**src/rtl/upsample_nn_if.sv**
```systemverilog
// Pixel type for the mnist pipeline and the valid/ready feature stream
// interface that carries it between pipeline stages.
package mnist_pkg;
    typedef logic [7:0] feature_type;
endpackage

interface feature_if;
    import mnist_pkg::*;

    logic             valid;
    logic             ready;
    feature_type [0:0] features;

    modport master (output valid, output features, input ready);
    modport slave  (input valid, input features, output ready);
endinterface

```
**src/rtl/upsample_nn.sv**
```systemverilog
// Nearest-neighbour upsampler: each input row lands in one of two line banks
// and is replayed ROW_SCALE times with every pixel repeated COL_SCALE times.
module upsample_nn
    import mnist_pkg::*;
#(
    parameter int IN_HEIGHT = 14,
    parameter int IN_WIDTH  = 14,
    parameter int ROW_SCALE = 2,
    parameter int COL_SCALE = 2
) (
    input  logic      clock,
    input  logic      reset_n,
    feature_if.slave  features_in,
    feature_if.master features_out,
    output logic      frame_done
);
    localparam int CW  = (IN_WIDTH  > 1) ? $clog2(IN_WIDTH)  : 1;
    localparam int HW  = (IN_HEIGHT > 1) ? $clog2(IN_HEIGHT) : 1;
    localparam int RCW = (COL_SCALE > 1) ? $clog2(COL_SCALE) : 1;
    localparam int RRW = (ROW_SCALE > 1) ? $clog2(ROW_SCALE) : 1;

    localparam logic [CW-1:0]  COL_LAST     = CW'(IN_WIDTH - 1);
    localparam logic [HW-1:0]  ROW_LAST     = HW'(IN_HEIGHT - 1);
    localparam logic [RCW-1:0] REP_COL_LAST = RCW'(COL_SCALE - 1);
    localparam logic [RRW-1:0] REP_ROW_LAST = RRW'(ROW_SCALE - 1);

    feature_type     line_q [2][IN_WIDTH];
    feature_type     line_d [2][IN_WIDTH];
    logic [1:0]      full_q, full_d;
    logic            wr_bank_q, wr_bank_d;
    logic            rd_bank_q, rd_bank_d;
    logic [CW-1:0]   in_col_q, in_col_d;
    logic [CW-1:0]   src_col_q, src_col_d;
    logic [RCW-1:0]  rep_col_q, rep_col_d;
    logic [RRW-1:0]  rep_row_q, rep_row_d;
    logic [HW-1:0]   src_row_q, src_row_d;
    logic            frame_done_q, frame_done_d;

    logic in_fire;
    logic out_fire;
    logic in_last;
    logic rep_col_wrap;
    logic src_col_wrap;
    logic rep_row_wrap;
    logic release_beat;
    logic frame_last;

    // Ready and valid depend only on the bank flags, so neither side sees a
    // combinational path from the other.
    assign features_in.ready        = reset_n & ~full_q[wr_bank_q];
    assign features_out.valid       = full_q[rd_bank_q];
    assign features_out.features[0] = line_q[rd_bank_q][src_col_q];
    assign frame_done               = frame_done_q;

    always_comb begin
        in_fire      = features_in.valid & features_in.ready;
        out_fire     = features_out.valid & features_out.ready;
        in_last      = (in_col_q == COL_LAST);
        rep_col_wrap = (rep_col_q == REP_COL_LAST);
        src_col_wrap = (src_col_q == COL_LAST);
        rep_row_wrap = (rep_row_q == REP_ROW_LAST);
        release_beat = out_fire & rep_col_wrap & src_col_wrap & rep_row_wrap;
        frame_last   = release_beat & (src_row_q == ROW_LAST);

        line_d       = line_q;
        full_d       = full_q;
        wr_bank_d    = wr_bank_q;
        rd_bank_d    = rd_bank_q;
        in_col_d     = in_col_q;
        src_col_d    = src_col_q;
        rep_col_d    = rep_col_q;
        rep_row_d    = rep_row_q;
        src_row_d    = src_row_q;
        frame_done_d = frame_last;

        if (in_fire) begin
            line_d[wr_bank_q][in_col_q] = features_in.features[0];
            if (in_last) begin
                in_col_d          = '0;
                full_d[wr_bank_q] = 1'b1;
                wr_bank_d         = ~wr_bank_q;
            end else begin
                in_col_d = in_col_q + CW'(1);
            end
        end

        if (out_fire) begin
            if (rep_col_wrap) begin
                rep_col_d = '0;
                if (src_col_wrap) begin
                    src_col_d = '0;
                    if (rep_row_wrap) begin
                        rep_row_d = '0;
                    end else begin
                        rep_row_d = rep_row_q + RRW'(1);
                    end
                end else begin
                    src_col_d = src_col_q + CW'(1);
                end
            end else begin
                rep_col_d = rep_col_q + RCW'(1);
            end
        end

        // Writer and reader never share a bank, so both flag updates can land
        // in the same cycle without ordering concerns.
        if (release_beat) begin
            full_d[rd_bank_q] = 1'b0;
            rd_bank_d         = ~rd_bank_q;
            src_row_d         = frame_last ? '0 : src_row_q + HW'(1);
        end
    end

    always_ff @(posedge clock or negedge reset_n) begin
        if (!reset_n) begin
            full_q       <= '0;
            wr_bank_q    <= 1'b0;
            rd_bank_q    <= 1'b0;
            in_col_q     <= '0;
            src_col_q    <= '0;
            rep_col_q    <= '0;
            rep_row_q    <= '0;
            src_row_q    <= '0;
            frame_done_q <= 1'b0;
        end else begin
            full_q       <= full_d;
            wr_bank_q    <= wr_bank_d;
            rd_bank_q    <= rd_bank_d;
            in_col_q     <= in_col_d;
            src_col_q    <= src_col_d;
            rep_col_q    <= rep_col_d;
            rep_row_q    <= rep_row_d;
            src_row_q    <= src_row_d;
            frame_done_q <= frame_done_d;
        end
    end

    // Line storage needs no reset: a bank is only read after being fully written.
    always_ff @(posedge clock) begin
        line_q <= line_d;
    end
endmodule

```
**src/flat_wrapper.sv**
```systemverilog
// flat-port wrapper written by rule: the top's interface ports become plain ports
module upsample_nn_flat import mnist_pkg::*;
#(
    parameter int IN_HEIGHT = 14,
    parameter int IN_WIDTH  = 14,
    parameter int ROW_SCALE = 2,
    parameter int COL_SCALE = 2
)
  (clock, reset_n, frame_done, features_in_valid, features_in_features, features_in_ready, features_out_valid, features_out_features, features_out_ready);
  feature_if features_in_i ();
  feature_if features_out_i ();
  input  logic clock;
  input  logic reset_n;
  output logic frame_done;
  input wire logic [$bits(features_in_i.valid)-1:0] features_in_valid;
  input wire logic [$bits(features_in_i.features)-1:0] features_in_features;
  output wire logic [$bits(features_in_i.ready)-1:0] features_in_ready;
  output wire logic [$bits(features_out_i.valid)-1:0] features_out_valid;
  output wire logic [$bits(features_out_i.features)-1:0] features_out_features;
  input wire logic [$bits(features_out_i.ready)-1:0] features_out_ready;
  assign features_in_i.valid = features_in_valid;
  assign features_in_i.features = features_in_features;
  assign features_in_ready = features_in_i.ready;
  assign features_out_valid = features_out_i.valid;
  assign features_out_features = features_out_i.features;
  assign features_out_i.ready = features_out_ready;
  upsample_nn #(.IN_HEIGHT(IN_HEIGHT), .IN_WIDTH(IN_WIDTH), .ROW_SCALE(ROW_SCALE), .COL_SCALE(COL_SCALE)) u_core (.clock(clock), .reset_n(reset_n), .features_in(features_in_i), .features_out(features_out_i), .frame_done(frame_done));
endmodule
```
**config.mk**
```make
export PLATFORM = sky130hd
export DESIGN_NAME = upsample_nn_flat
export DESIGN_NICKNAME = d
export VERILOG_FILES = /design/src/rtl/upsample_nn_if.sv /design/src/rtl/upsample_nn.sv /design/src/flat_wrapper.sv
export SDC_FILE = /design/constraint.sdc
export NUM_CORES = 1
export LEC_CHECK = 0
export BUFFER_PORTS_ARGS = -buffer_cell sky130_fd_sc_hd__buf_4
export CAP_MARGIN = 20
export CELL_PAD_IN_SITES_DETAIL_PLACEMENT = 1
export CELL_PAD_IN_SITES_GLOBAL_PLACEMENT = 1
export CORE_ASPECT_RATIO = 1.2
export CORE_UTILIZATION = 49
export CTS_CLUSTER_SIZE = 24
export DETAILED_ROUTE_END_ITERATION = 7
export GPL_ROUTABILITY_DRIVEN = 0
export PLACE_DENSITY = 0.86
export SYNTH_ARGS = -nofsm -noshare
export SYNTH_HDL_FRONTEND = slang
export SYNTH_SLANG_ARGS = --single-unit
```
**constraint.sdc**
```tcl
create_clock -name clock -period 1.95 [get_ports clock]
set_input_delay 0.2925 -clock clock [delete_from_list [all_inputs] [get_ports clock]]
set_output_delay 0.2925 -clock clock [all_outputs]
set_load 0.05 [all_outputs]
```
Word-level counts from Yosys, hierarchy flattened
Index checks and enable logic that the tools add are counted.

Register bits: 243. Input bits: 12. Output and inout bits: 11. Logic and storage cells: 106.

Add/subtract/negate cells: 5. Magnitude comparators: 10. Equality and inequality tests: 3. Muxes and demuxes: 27. Bitwise gates (word level): 17. Reduce and logical (&&, ||, !) cells: 7.

Operators with widths (number): two-way mux 112 bit (4); bitwise mux 224 bit (1); demux 112 bit (select 1 bit) (1); binary-select mux 8 bit (select 4 bit) (1); demux 8 bit (select 4 bit) (1); two-way mux 8 bit (3); adder 4 x 1 -> 4 bit, second input constant (3); equality test 4 bit, second input constant (3); two-way mux 4 bit (3); >= comparator 5 bit, second input constant (2); inverter 4 -> 5 bit (2); two-way mux 1 bit (8); bitwise AND 1 bit (7); two-way mux 2 bit (3); less-than comparator 5 x 1 -> 1 bit, second input constant (1); >= comparator 2 bit, second input constant (2); logical AND 1 bit (4); less-than comparator 1 x 2 -> 1 bit, second input constant (2); inverter 1 -> 2 bit (2); AND reduction 2 bit (2); inverter 1 bit (3); AND reduction 3 bit (1); adder 1 bit, second input constant (2); bitwise AND 2 bit (1); other kinds (5) (7).

Longest topological paths before layout
Gate-level depths: netlist of the first run.

Word-level depth: 9. Mapped depth: 7. Mapped depth without buffers: 6.

Worst setup path after synthesis of the first run
No wires, ideal clock.

Path type: flip-flop to flip-flop. Start point: reg u_core.wr_bank_q. End point: reg u_core.line_q[112] (netlist name) (enable). Setup time: 387 ps. Arrival time: 1666 ps. Required time: 1563 ps. Path slack: -103 ps. Cell stages (with the launch flop): 4. Buffers on the path: 0. Period minus slack after synthesis: 2053 ps. Path through: dfrtp_1 -> mux2i_1 -> nand4_1 -> nor3_1.

Longest elaborated chain between the ends: 5.

Ends and longest elaborated chain: start, declared (RTL line upsample_nn.sv:30) `logic wr_bank_q, wr_bank_d;`; start signal, assigned (RTL line upsample_nn.sv:127) `wr_bank_q <= wr_bank_d;`; two-way mux 1 bit (implied by the code) (2 in a row) (RTL line upsample_nn.sv:50) `assign features_in.ready = reset_n & ~full_q[wr_bank_q];`; inverter 1 bit (RTL line upsample_nn.sv:50); bitwise AND 1 bit (RTL line upsample_nn.sv:50); bitwise AND 1 bit (RTL line upsample_nn.sv:56) `in_fire = features_in.valid & features_in.ready;`; end signal, assigned (RTL line upsample_nn.sv:140) `line_q <= line_d;`; end, declared (RTL line upsample_nn.sv:27) `feature_type line_q [2][IN_WIDTH];`.

Every way passes these cells. The select of a mux whose other input is x is not followed. A chain may end at the register's enable or synchronous reset.

Final worst setup path of the first run
Start point: reg u_core.src_col_q[0]. End point: out features_out_features[3].

Longest elaborated chain between the ends: 4.

Ends and longest elaborated chain: start, declared (RTL line upsample_nn.sv:33) `logic [CW-1:0] src_col_q, src_col_d;`; start signal, assigned (RTL line upsample_nn.sv:130) `src_col_q <= src_col_d;`; inverter 4 -> 5 bit (implied by the code) (RTL line upsample_nn.sv:52) `assign features_out.features[0] = line_q[rd_bank_q][src_col_q];`; binary-select mux 8 bit (select 4 bit) (RTL line upsample_nn.sv:52); two-way mux 8 bit (implied by the code) (2 in a row) (RTL line upsample_nn.sv:52); end, declared (RTL line flat_wrapper.sv:19) `output wire logic [$bits(features_out_i.features)-1:0] features_out_features;`.

Every way passes these cells. The select of a mux whose other input is x is not followed.

==> impl_metrics.yaml, run 1 <==
critical_path:
  cp.required_ns: 1.66
  critical_path.endpoint_type: "output port"
  worstSetupStartpoint: "u_core.src_col_q[0]"
  r2r_slack_ns: 0.01
  setup.worst_path.start_class: "flop"
  cp_max_fo: 9
  regToRegStartpoint: "u_core.rd_bank_q"
  crit_path_end: "features_out_features[3]"
  r2r_cells: 7
  timing.rr.end: "u_core.src_row_q[0]"
  path_class: "flop to output port"
  arrival_ns: 2.51
placed_design:
  placed_cell_area_um2: 10700
  hpwl_um: 16200
  pre_cts_ws_ns: -0.277
  portBuffers: 22
route:
  wl_per_cell_um: 29.9
  dr.pass1.iters: 7
  vias_per_cell: 6.26
  vias: 5727
  ant_nets: 0
  drc: 0
  finalWirelength_um: 27400
  drt_iter0_drc: 533
timing:
  skew_ns: 0.0204
  period_needed_ns: 2.80
  layout_setup_ws_ns: -0.854
  fmax_mhz: 357
  tightest_slew_ns: 0.484
  period_share_pct: 144
  finalSetupViolCount: 10
  relSlewSlack_pct: 67.8
  hold_violations: 0
  slew_violations: 0
  rsz0062_at_grt: "yes"
synth:
  synth_cells: 536
  ys_seq_area_share_pct: 73.7
  netlist_area_um2: 9780
  synthArstFlopShare_pct: 7.82
  synth_xor_area_share_pct: 0.448
  synthDistinctLibCells: 43
  syn_nets: 550
  synthMuxAreaShare_pct: 13.5
  syn_area_per_cell_um2: 18.2
  synth_edf_count: 224
  synth_compound_area_share_pct: 5.03
  yosys_warnings: 0
  ys_seq_elements: 243
  synth_top_family_by_area: "multiplexers"
  synth_adder_area_share_pct: 0.256
  ys.flop_type: "edfxtp_1"
  synth-simple-area-share_pct: 5.30
layout:
  layout_commonest_cell: "edfxtp_1"
  multi_input_area_um2: 2500
  synthToLayoutAreaGrowth_pct: 20.1
  diodes: 0
  drive_gt1_share_pct: 34.9
  layout_common_cells: "edfxtp_1 (224), buf_4 (82), nand2_1 (45), mux4_2 (37), nor2_1 (31)"
  fin_area_um2: 11700
  num-fill-cells: 1700
  seqCellArea_um2: 7210
  nNetsFinal: 652
cts:
  ctsLongestPathBuffers: 3
  clk_latency_ns: 0.52
  clk_transition_reported_paths_ns: 0.07
  clockRootBuffer: "clkbuf_16"
  htree_levels: 1
  cts_tree: "done"
  cts_sinks: 243
  cts_buffers: 23
status:
  violations: "negative setup slack"
  status: "complete, but fails checks"
floorplan:
  coreArea_um2: 19500
  start_util_pct: 50.0
  rows: 56
  io-pin-count: 23
  fp.dieW_um: 131
  die_h_um: 157
  dieArea_um2: 20500
grt:
  grt_pass1_vias: 6180
  grt_max_degree: 29
  antenna_found_initial: 0
  grt_pass1_wl_um: 39200
  overflow: 0
  track_usage_pct: 27.1
pwr:
  power_mw: 13.5
  p_leak_nw: 3.97
  power_density_nw_per_um2: 1150
  vdd_ir_drop_max_mv: 0.808
min_path:
  hold_class: "input pin to async pin"
flow_run:
  maxCapViolCount: 0
[final cells by class]
class                      instances  share of cell area (%)
tap                              261                    2.78
sequential                       243                    61.4
clock inverter                    10                   0.671
inverter                           5                   0.160
timing repair buffer             107                    8.14
clock buffer                      31                    5.58
multi-input combinational        258                    21.3
[Yosys cell counts (4+ instances only)]
library cell	number	area share, %
a221oi_1	14	1.3
nor2_1	32	1.2
nand2_1	47	1.8
nand3_1	4	0.20
a21oi_1	4	0.20
o211ai_1	8	0.61
nor3_1	7	0.36
buf_1	4	0.15
mux2_2	14	1.6
o211a_1	7	0.72
nand2b_1	8	0.51
buf_4	5	0.38
inv_1	5	0.19
buf_2	12	0.61
o21ai_0	9	0.46
xnor2_1	4	0.36
and2_1	4	0.26
mux4_1	6	1.6
clkbuf_1	7	0.27
dfrtp_1	19	4.9
o221ai_1	7	0.63
edfxtp_1	224	69
mux2i_1	19	1.9
mux4_2	34	7.8
[state kept, by name, summed over array words and instances, names as in the netlist]
register	cells
u_core.src_row_q	4
u_core.rd_bank_q	1
u_core.rep_row_q	1
u_core.in_col_q	4
u_core.src_col_q	4
u_core.rep_col_q	1
u_core.line_q	224
u_core.frame_done	1
u_core.full_q	2
u_core.wr_bank_q	1
[stage by stage]
stage	hold WS (ns)	instances	util [%]	TNS [ns]
after floorplan	-0.00309	536	-	-1.42
after global routing	0.136	915	60.1	-7.64
after global placement	0.0995	859	54.8	-1.63
final	0.133	915	60.1	-6.74
after CTS	0.112	908	59.4	-6.26
after detailed placement	0.101	859	54.8	-2.09
[routing by layer]
metal  vias to the layer above  track usage, %  share of wire [%]
met5                         -               0                  0
met4                         0            12.8                4.9
met3                        94            4.89                5.7
met2                       280            48.3                 53
met1                      3000            31.2                 36
li1                       2353               -                  -
[where the power goes]
group	internal [mW]	leakage, nW	switching (mW)
logic	1.28	1.35	1.63
registers	5.91	2.26	0.238
clock network	2.49	0.366	1.91
[how the worst min path moves through the flow]
stage | startpoint | slack, ns | cells after the start | endpoint
6_report | reset_n | 0.13 | 2 | u_core.wr_bank_q
3_3_place_gp | reset_n | 0.1 | 1 | u_core.wr_bank_q
4_1_cts | features_out_ready | 0.11 | 3 | u_core.rep_col_q
3_5_place_dp | reset_n | 0.10 | 1 | u_core.wr_bank_q
5_1_grt | features_out_ready | 0.14 | 3 | u_core.rep_col_q
2_1_floorplan | reset_n | -0.003 | 0 | u_core.frame_done
[worst max-delay path, cell delays in order, from the launching register on]
cell and delay, ns:
dfrtp_2 0.46, buf_12 0.17, buf_4 0.13, mux4_2 0.34
mux2i_2 0.08, o211ai_1 0.36, o211a_2 0.28, buf_6 0.16
[cell families after synthesis]
kind of cell	Yosys count
XOR/XNOR	5
AO/OA/AOI/OAI	62
adder cells (fa/ha/maj)	2
flip-flops	243
multiplexers	76
buffers and inverters	35
AND/OR/NAND/NOR	113
[timing repair]
action                                  in CTS  in global routing
hold buffers                                 1                  0
buffers inserted                             7                  8
resized for setup                           31                 18
hold endpoints to repair                    19                  0
endpoints found under the setup margin      14                 31
pin swaps                                    6                  4
cloned                                       0                  0
Power figures use the tool's default switching activity.
==> inputs of run 2 (changes only) <==
==> constraint.sdc (replaced) <==
create_clock -name clock -period 1.95 [get_ports clock]
set_input_delay 0.0975 -clock clock [delete_from_list [all_inputs] [get_ports clock]]
set_output_delay 0.0975 -clock clock [all_outputs]
set_load 0.05 [all_outputs]
==> impl_metrics.yaml, run 2 (same netlist as run 1, synthesis figures left out) <==
status:
  status: "complete, but fails checks"
  violations: "negative setup slack"
pwr:
  power_mw: 14.2
  vdd_ir_drop_max_mv: 1.12
  power_switching_share_pct: 30.1
  comb_power_share_pct: 22.6
  intPower_mw: 9.91
  pwr-share-seq_pct: 43.5
  power_switching_mw: 4.27
  power_density_nw_per_um2: 1200
  p_leak_nw: 3.98
  p_clk_share_pct: 34.0
cts:
  cts_sinks: 243
  clockRootBuffer: "clkbuf_16"
  clk_latency_ns: 0.53
  cts_tree: "done"
  clk_transition_reported_paths_ns: 0.08
  ctsLongestPathBuffers: 3
  htree_levels: 1
  cts_buffers: 24
grt:
  antenna_found_initial: 2
  grt_pass1_wl_um: 44700
  track_usage_pct: 31.8
  grt_max_degree: 29
  grt_pass1_vias: 6269
  overflow: 0
layout:
  drive_gt1_share_pct: 30.5
  nNetsFinal: 642
  fin_cells: 908
  fin_area_um2: 11800
  layout_commonest_cell: "edfxtp_1"
  largest_reg_flops: 224
  num-fill-cells: 1629
  regMostFlops: "u_core.line_q"
  layout_common_cells: "edfxtp_1 (224), buf_4 (66), nand2_1 (46), mux4_2 (34), nor2_1 (31)"
  synthToLayoutAreaGrowth_pct: 21.1
  final_util_pct: 60.6
timing:
  relSlewSlack_pct: 52.5
  fin_hold_ws_ns: 0.0131
  setup_tns_ns: -6.28
  finalSetupViolCount: 15
  skew_ns: 0.0394
  layout_setup_ws_ns: -0.920
  period_share_pct: 147
  slew_violations: 0
  period_needed_ns: 2.87
  fmax_mhz: 348
  tightest_slew_ns: 0.707
  rsz0062_at_grt: "yes"
  hold_violations: 0
route:
  finalWirelength_um: 35000
  vias: 6387
  wl_met2_um: 16500
  ant_nets: 0
  drt_iter0_drc: 1100
  vias_per_cell: 7.03
  wl_met3_um: 4340
  wirelength_met1_um: 11600
  wl_per_cell_um: 38.6
  drc: 0
  topRoutingLayerUsed: "met5"
  dr.pass1.iters: 5
critical_path:
  setup.worst_path.start_class: "flop"
  arrival_ns: 2.77
  max_stage_delay_ns: 0.58
  cpMostUsedCell: "buf_6"
  slowest_stage: "o21ai_1"
  path_class: "flop to output port"
  worstPathCellList: "buf_4 > buf_6 > mux2i_2 > o21ai_1 > a21o_1 > o311a_1 > buf_6"
  cp.required_ns: 1.85
  critical_path.endpoint_type: "output port"
  cp_max_fo: 17
floorplan:
  die_h_um: 157
  start_util_pct: 50.0
  coreArea_um2: 19500
  dieArea_um2: 20500
  rows: 56
  fp.dieW_um: 131
  io-pin-count: 23
min_path:
  hold_class: "input pin to flop"
placed_design:
  hpwl_um: 16900
  placed_cell_area_um2: 10500
  pre_cts_ws_ns: -0.234
  post-place-cells: 840
  portBuffers: 22
flow_run:
  maxCapViolCount: 0
run 2: changes by cell type in the layout (fill, tap and decap cells not counted), moves of 4 or more:
cell,before,now
buf_4,82,66
dlygate4sd3_1,1,8
o211a_1,0,7
o211a_2,7,0
buf_6,16,11
clkinv_2,4,0
run 2: cell type report:
class | instances | area, µm² | share of cell area [%]
flip-flops and latches | 243 | 7210 | 60.9
multi-input cells | 258 | 2580 | 21.8
repair buffers | 96 | 922 | 7.79
clock buffers | 31 | 668 | 5.64
well taps | 261 | 327 | 2.76
clock inverters | 12 | 116 | 0.983
inverters | 5 | 18.8 | 0.159
diodes | 2 | 5.00 | 0.0423
run 2: power by group through the flow:
stage | clock, mW | sequential (mW) | combinational (mW)
finish | 4.81 | 6.16 | 3.20
global route | 4.97 | 6.16 | 3.25
CTS | 4.65 | 6.12 | 2.70
detailed placement | 0 | 6.22 | 2.33
global placement | 0 | 6.18 | 2.21
floorplan | 0 | 6.07 | 1.62
run 2: final timing paths:
| kind | endpoint | start | slack (ns) | cells after the start |
|---|---|---|---|---|
| setup / recovery | features_out_features[6] | u_core.src_col_q[0] | -0.92 | 7 |
| hold / removal | u_core.line_q[101] | features_in_features[5] | 0.01 | 1 |
| setup reg to reg | u_core.rep_row_q | u_core.src_col_q[0] | -0.12 | 8 |
| hold reg to reg | u_core.in_col_q[0] | u_core.in_col_q[0] | 0.64 | 1 |
| max in group asynchronous | u_core.in_col_q[0] | reset_n | 0.95 | 3 |
| min in group asynchronous | u_core.src_col_q[1] | reset_n | 0.22 | 3 |
run 2: layer usage:
layer / vias up / GRT usage, %
met5: - / 0
met4: 2 / 19.8
met3: 169 / 7.86
met2: 629 / 50.5
met1: 3243 / 39.0
li1: 2344 / -
run 2: critical path: cells and delay by family, from the launching register on:
family / cells / cell delay (ns)
buf+inv: 3 / 0.55
flops: 1 / 0.44
compound gates: 3 / 1.05
mux: 1 / 0.19
run 2: what timing repair did:
| action | CTS | global route |
|---|---|---|
| hold buffers | 7 | 1 |
| buffers inserted | 9 | 5 |
| cloned | 1 | 0 |
| setup endpoints to repair | 9 | 19 |
| gates resized for setup | 29 | 26 |
| hold endpoints to repair | 83 | 1 |
| pin swaps | 2 | 8 |
